[src/rtl/exec_arb_pkg.sv]
// Shared widths and record types for the execute-unit issue arbiter.
// The issue record mirrors the execute unit's input bundle; the tag follows each issue through the pipe.
package exec_arb_pkg;

   localparam int WORD_SIZE  = 32;
   localparam int REG_ADDR_W = 5;
   localparam int FUNCT7_W   = 7;
   localparam int FUNCT3_W   = 3;
   localparam int TAG_ID_W   = 4;   // requester IDs up to 16 requesters

   typedef struct packed {
      logic [WORD_SIZE-1:0]  src1;
      logic [WORD_SIZE-1:0]  src2;
      logic [FUNCT7_W-1:0]   funct7;
      logic [FUNCT3_W-1:0]   funct3;
      logic [REG_ADDR_W-1:0] rd;
      logic                  we;
   } issue_t;

   localparam issue_t BUBBLE = '0;

   typedef struct packed {
      logic                valid;
      logic [TAG_ID_W-1:0] id;
   } tag_t;

endpackage

[src/rtl/rr_arbiter.sv]
// Round-robin priority picker: first asserted request at or after ptr, wrapping modulo N.
// Purely combinational; the caller owns the pointer.
module rr_arbiter #(
   parameter int N  = 2,
   parameter int IW = $clog2(N)
) (
   input  logic [N-1:0]  req,
   input  logic [IW-1:0] ptr,
   output logic [N-1:0]  grant,
   output logic [IW-1:0] grant_idx,
   output logic          any
);

   logic [IW-1:0] idx;

   always_comb begin
      // NOTE: every output of a combinational block gets a default first, so no path leaves it unassigned (no latch).
      grant     = '0;
      grant_idx = '0;
      any       = 1'b0;
      idx       = '0;
      for (int k = 0; k < N; k++) begin
         idx = IW'((int'(ptr) + k) % N);
         if (!any && req[idx]) begin
            grant[idx] = 1'b1;
            grant_idx  = idx;
            any        = 1'b1;
         end
      end
   end

endmodule

[src/rtl/exec_issue_arbiter.sv]
// Shares one execute unit among NUM_REQ issue requesters, one grant per cycle in round-robin order,
// and tags each result on its way back with the ID of the requester that issued it.
module exec_issue_arbiter #(
   parameter int WORD_SIZE   = 32,
   parameter int NUM_REQ     = 2,
   parameter int EXE_LATENCY = 2,
   parameter int ID_W        = $clog2(NUM_REQ)
) (
   input  logic                         clock,
   input  logic                         reset,
   input  logic                         stall,
   input  logic [NUM_REQ-1:0]           req_valid,
   output logic [NUM_REQ-1:0]           req_ready,
   input  logic [NUM_REQ*WORD_SIZE-1:0] req_src1,
   input  logic [NUM_REQ*WORD_SIZE-1:0] req_src2,
   input  logic [NUM_REQ*7-1:0]         req_funct7,
   input  logic [NUM_REQ*3-1:0]         req_funct3,
   input  logic [NUM_REQ*5-1:0]         req_rd,
   input  logic [NUM_REQ-1:0]           req_we,
   output logic [WORD_SIZE-1:0]         exe_src1,
   output logic [WORD_SIZE-1:0]         exe_src2,
   output logic [6:0]                   exe_funct7,
   output logic [2:0]                   exe_funct3,
   output logic [4:0]                   exe_rd,
   output logic                         exe_we,
   input  logic [WORD_SIZE-1:0]         exe_data_in,
   input  logic [4:0]                   exe_rd_in,
   input  logic                         exe_we_in,
   output logic                         resp_valid,
   output logic [ID_W-1:0]              resp_id,
   output logic [WORD_SIZE-1:0]         resp_data,
   output logic [4:0]                   resp_rd,
   output logic                         resp_we
);

   import exec_arb_pkg::*;

   logic [ID_W-1:0]    ptr;
   logic [NUM_REQ-1:0] arb_req;
   logic [NUM_REQ-1:0] grant;
   logic [ID_W-1:0]    grant_idx;
   logic               grant_any;
   issue_t             issue_d;
   issue_t             issue_q;
   tag_t               tag_q [EXE_LATENCY];
   tag_t               tag_last;

   // Held in reset or stalled, nobody is offered the execute unit.
   assign arb_req = req_valid & {NUM_REQ{~stall & ~reset}};

   rr_arbiter #(.N(NUM_REQ), .IW(ID_W)) u_rr (
      .req       (arb_req),
      .ptr       (ptr),
      .grant     (grant),
      .grant_idx (grant_idx),
      .any       (grant_any)
   );

   assign req_ready = grant;

   always_comb begin
      issue_d = BUBBLE;
      if (grant_any) begin
         issue_d.src1   = req_src1[grant_idx*WORD_SIZE +: WORD_SIZE];
         issue_d.src2   = req_src2[grant_idx*WORD_SIZE +: WORD_SIZE];
         issue_d.funct7 = req_funct7[grant_idx*FUNCT7_W +: FUNCT7_W];
         issue_d.funct3 = req_funct3[grant_idx*FUNCT3_W +: FUNCT3_W];
         issue_d.rd     = req_rd[grant_idx*REG_ADDR_W +: REG_ADDR_W];
         issue_d.we     = req_we[grant_idx];
      end
   end

   always_ff @(posedge clock or posedge reset) begin
      if (reset) begin
         ptr     <= '0;
         issue_q <= BUBBLE;
      end else begin
         // NOTE: sequential state uses non-blocking assignment so every register samples pre-edge values.
         issue_q <= issue_d;
         if (grant_any)
            ptr <= (grant_idx == ID_W'(NUM_REQ - 1)) ? '0 : grant_idx + 1'b1;
      end
   end

   // Tag pipe runs in lockstep with the execute latency and is never stalled.
   always_ff @(posedge clock or posedge reset) begin
      if (reset) begin
         // NOTE: this small array is reset on purpose: stale tags would raise resp_valid for dropped issues.
         for (int i = 0; i < EXE_LATENCY; i++)
            tag_q[i] <= '0;
      end else begin
         tag_q[0] <= '{valid: grant_any, id: TAG_ID_W'(grant_idx)};
         for (int i = 1; i < EXE_LATENCY; i++)
            tag_q[i] <= tag_q[i-1];
      end
   end

   assign exe_src1   = issue_q.src1;
   assign exe_src2   = issue_q.src2;
   assign exe_funct7 = issue_q.funct7;
   assign exe_funct3 = issue_q.funct3;
   assign exe_rd     = issue_q.rd;
   assign exe_we     = issue_q.we;

   assign tag_last   = tag_q[EXE_LATENCY-1];
   assign resp_valid = tag_last.valid;
   assign resp_id    = tag_last.id[ID_W-1:0];
   assign resp_data  = exe_data_in;
   assign resp_rd    = exe_rd_in;
   // The execute unit is not reset, so its write enable is only trusted alongside a live tag.
   assign resp_we    = exe_we_in & tag_last.valid;

endmodule

[config.mk]
export PLATFORM = sky130hd
export DESIGN_NAME = exec_issue_arbiter
export DESIGN_NICKNAME = d
export VERILOG_FILES = /design/src/rtl/exec_arb_pkg.sv /design/src/rtl/rr_arbiter.sv /design/src/rtl/exec_issue_arbiter.sv
export SDC_FILE = /design/constraint.sdc
export NUM_CORES = 1
export LEC_CHECK = 0
export ABC_AREA = 1
export BUFFER_PORTS_ARGS = -buffer_cell sky130_fd_sc_hd__buf_2
export CAP_MARGIN = 10
export CORE_AREA = 2 2 125 127
export DETAILED_ROUTE_END_ITERATION = 16
export DIE_AREA = 0 0 127 129
export PLACE_DENSITY = 0.64
export SYNTH_ARGS = -nofsm -noshare
export SYNTH_HDL_FRONTEND = slang
export SYNTH_HIERARCHICAL = 1
export SYNTH_SLANG_ARGS = --single-unit
[constraint.sdc]
create_clock -name clock -period 4.56 [get_ports clock]
set_clock_uncertainty 0.2 [all_clocks]
set_input_delay 0.456 -clock clock [delete_from_list [all_inputs] [get_ports clock]]
set_output_delay 0.456 -clock clock [all_outputs]
set_load 0.01 [all_outputs]
After elaboration in Yosys (flattened, before gate mapping)
Index checks and enable logic that the tools add are counted.
Word-level totals
  register bits after elaboration: 85
  bits of input ports: 203
  output and inout bits: 122
  logic and storage cells: 54
Cells by class
  $add $sub $neg: 2
  multipliers: 3
  magnitude comparators: 5
  shift operators: 5
  muxes and demuxes: 18
  bitwise gates (word level): 6
  reduce and logical (&&, ||, !) cells: 4
Operators with widths (number)
  indexed part select 64 x 7 -> 32 bit: 2
  2-to-1 mux 80 bit: 1
  indexed part select 14 x 5 -> 7 bit: 1
  2-to-1 mux 1 bit: 13
  indexed part select 10 x 5 -> 5 bit: 1
  multiplier 1 x 3 -> 4 bit, second input constant: 2
  less-than comparator 1 x 2 -> 1 bit, second input constant: 3
  indexed part select 6 x 4 -> 3 bit: 1
  2-to-1 mux 2 bit: 2
  logical AND 1 bit: 3
  multiplier 1 x 2 -> 3 bit, second input constant: 1
  adder 1 bit, second input constant: 2
  AND 1 bit: 2
  AND 2 bit: 1
  demux 1 bit (select 1 bit): 2
  >= comparator 1 bit, second input constant: 2
  inverter 1 bit: 2
  OR 2 bit: 1
  zero test 1 bit: 1

Depth between registers and ports, before layout
  word-level depth: 12
  depth in mapped cells: 10
  mapped depth without buffers: 7

Cells and area by module
Netlist, hierarchy kept.
Modules (own cells, without submodules)
  exec_issue_arbiter: instances 1, cells each 556, area each 4141.5 µm²
  rr_arbiter: instances 1, cells each 14, area each 55.1 µm²

Least setup slack after synthesis
No wires, ideal clock.
  kind: input -> register
  start: in reset
  end: reg issue_q, in the netlist exe_src1[12]
  setup time: 0.117 ns
  arrival: 1.445 ns
  required time: 4.243 ns
  setup slack: 2.798 ns
  stages on the path: 9
  cell sequence: nor3b_1 > inv_1 > nor2_1 > buf_6 > buf_6 > buf_6 > nand2_1 > nand2_1 > nor2_1
RTL lines
  start: declaration: line exec_issue_arbiter.sv:10  | input logic reset,
  end signal: assignment: line exec_issue_arbiter.sv:79  | issue_q <= issue_d;
  end: declaration: line exec_issue_arbiter.sv:44  | issue_t issue_q;

==> impl_metrics.yaml <==
global_route:
  first_global_vias: 3496
  antenna_violations_before_repair: 0
  maximum_number_of_pins_on_one_net_before_global_route_repair: 103
  grt_first_pass_wirelength_microns: 17500
  grt_util_all_layers: 0.141
  global_route.overflow_total: 0
logic_synthesis:
  yosysTopAreaCellShare: 0.507
  post-synth-top-count-cell: "nand2_1"
  syn_inst: 570
  yosys_warnings: 6
  netlist_area_before_placement_sq_um: 4200
  yosysUniqueCellTypes: 10
  async_reset_ff_frac: 1.00
  mappedNetlistNets: 773
  synth_seq_area_share: 0.507
  synth_seq_cells: 85
  synth_edf_count: 0
  synth_ff_type: "dfrtp_1"
  synth_largest_area_cell: "dfrtp_1"
  synthesis.area_per_instance_sq_um: 7.36
  synth_common_cells: "nand2_1, nor2_1, inv_1"
  post_synth_main_area_contributors: "dfrtp_1, nand2_1, nor2_1"
worst_setup_path:
  crit_path_launch_type: "input pin"
  timing.critical_path.to: "exe_src2[3]"
  worstSetupStartpoint: "reset"
  worst-r2r-setup-slack_ns: 2.43
  setup.worst_path.end_class: "flop"
  cp.arrival_ns: 2.26
  crit_type: "in -> reg"
  critical_path.max_fanout: 36
  reg2reg_from: "ptr"
  r2r.worst_path.cells: 6
  critical_path_required_ns: 4.63
  capturing_point_of_the_worst_reg2reg_path: "exe_src2[3]"
layout:
  layout-area-overhead-vs-synth_pct: 31.3
  layout.core_utilization: 0.368
  antenna-diode-count: 0
  layout.nets: 975
  final_layout_size_suffix_gt1_frac: 0.352
cts:
  clock_latency_ns: 0.33
  worst_setup_hold_path_clk_slew_ns: 0.06
  tritoncts: "done"
  clockBufferDepth: 2
  ctsHtreeMaxLevel: 3
  cts_setup_buffers: 0
  clk_root_buffer_cell: "clkbuf_16"
  cts-hold-fix-buffers: 0
  cts_repair_resize_count: 0
  cts_buffers: 9
  clock_sink_count: 85
placement:
  routabilityCongestion: 0.803
  dp_hpwl_microns: 8690
  port_buffers: 250
routing:
  postRouteAntennaNets: 0
  drcViolationCount: 0
  vias: 3818
  route.detailed.vias_per_inst: 3.96
  detail_route.wirelength_microns: 11600
  first_iter_violations: 135
  wire_per_inst_microns: 12.1
  drt_pre_antenna_iters: 4
timing:
  finalCriticalPeriod_ns: 2.20
  timing.final.max_slew_violations: 0
  timing_hold_violations_final: 0
  post-route-period-util: 0.482
  hold_ws_ns: 0.0904
  rsz0062_at_grt: "no"
  fmax_mhz: 455
  final-setup-viol-count: 0
  max-slew-margin-rel: 0.339
  transition_at_the_pin_with_the_smallest_max_transition_slack_ns: 0.992
  finalSetupTns_ns: 0
die:
  floorplan.initialDensity: 0.280
  core-area_sq_um: 15000
  dieWidth_microns: 127
  number_of_rows_created_at_floorplan: 45
  die-area_sq_um: 16400
  die_height_microns: 129
  io_pins: 325
status:
  run_status: "completed"
power_and_ir_drop:
  power_per_cell_area_nw_per_um2: 388
  peak_supply_drop_mv: 0.169
  p_leak_nw: 3.45
worst_hold_path:
  timing.hold.worst.class: "in -> async"
flow_run:
  maxCapViolations: 0
-- cell type report --
class / count / area (sq um)
clock buffer: 9 / 225
clock inverter: 5 / 30.0
fill: 1608 / 9470
inverter: 86 / 324
multi-input combinational: 335 / 1280
sequential: 85 / 2130
tap: 188 / 235
timing repair buffer: 255 / 1290
-- how the worst min path moves through the flow --
stage	from	to	slack, ns	cells after the start
after global placement	tag_q[9]	resp_valid	0.13	0
after detailed placement	tag_q[9]	resp_valid	0.13	0
after global routing	req_src2[17]	exe_src2[17]	0.13	3
after floorplan	tag_q[5]	resp_id	0.13	0
after CTS	req_src2[11]	exe_src2[11]	0.12	3
final	reset	exe_src1[8]	0.09	2
-- registers in the layout, indices dropped and copies added, names as in the netlist --
register	cells
exe_rd	5
resp_valid	1
tag_q	2
exe_funct7	7
exe_we	1
resp_id	1
ptr	1
exe_funct3	3
exe_src1	32
exe_src2	32
-- cells by family after synthesis --
kind of cell	Yosys count	share of synthesized area
buffers and inverters	150	0.191
AOI/OAI and AO/OA	1	0.00119
DFF	85	0.507
and+or+nand+nor	334	0.301
-- cell usage in the layout, fill, tap and decap left out --
cell,count
clkbuf_16,9
nor2_2,1
nor2_4,1
buf_4,5
nor2_1,164
clkinvlp_4,2
nand2_1,165
nand2_2,1
buf_2,250
a21oi_1,1
inv_1,85
nor3b_1,2
clkinv_2,4
dfrtp_1,85
-- routing by layer --
metal,vias to the layer above,part of all wire,global-route usage
li1,1974,-,-
met1,1643,0.38,0.148
met2,161,0.52,0.252
met3,40,0.069,0.0403
met4,0,0.035,0.0821
met5,-,0,0
-- power breakdown --
group	total [mW]	internal [mW]	leakage (nW)	switching [mW]
combinational	0.570	0.228	2.20	0.343
clock	0.655	0.360	0.123	0.296
sequential	0.913	0.880	1.13	0.0331
-- critical path, cell delays in order --
cell,delay (ns)
buf_2,0.12
nor3b_1,0.18
inv_1,0.10
nor2_2,0.18
nor2_1,0.07
nand2_2,0.53
buf_4,0.42
nand2_1,0.09
nor2_1,0.10
-- stage by stage --
stage	setup WS, ns	total power, mW	cell area, sq um	cells
after floorplan	1.71	1.29	4200	570
after global placement	2.01	1.50	5250	949
after detailed placement	1.95	1.51	5250	949
after CTS	2.30	2.18	5510	963
after global routing	2.10	2.30	5510	963
final	2.36	2.14	5510	963
Power figures use the tool's default switching activity.
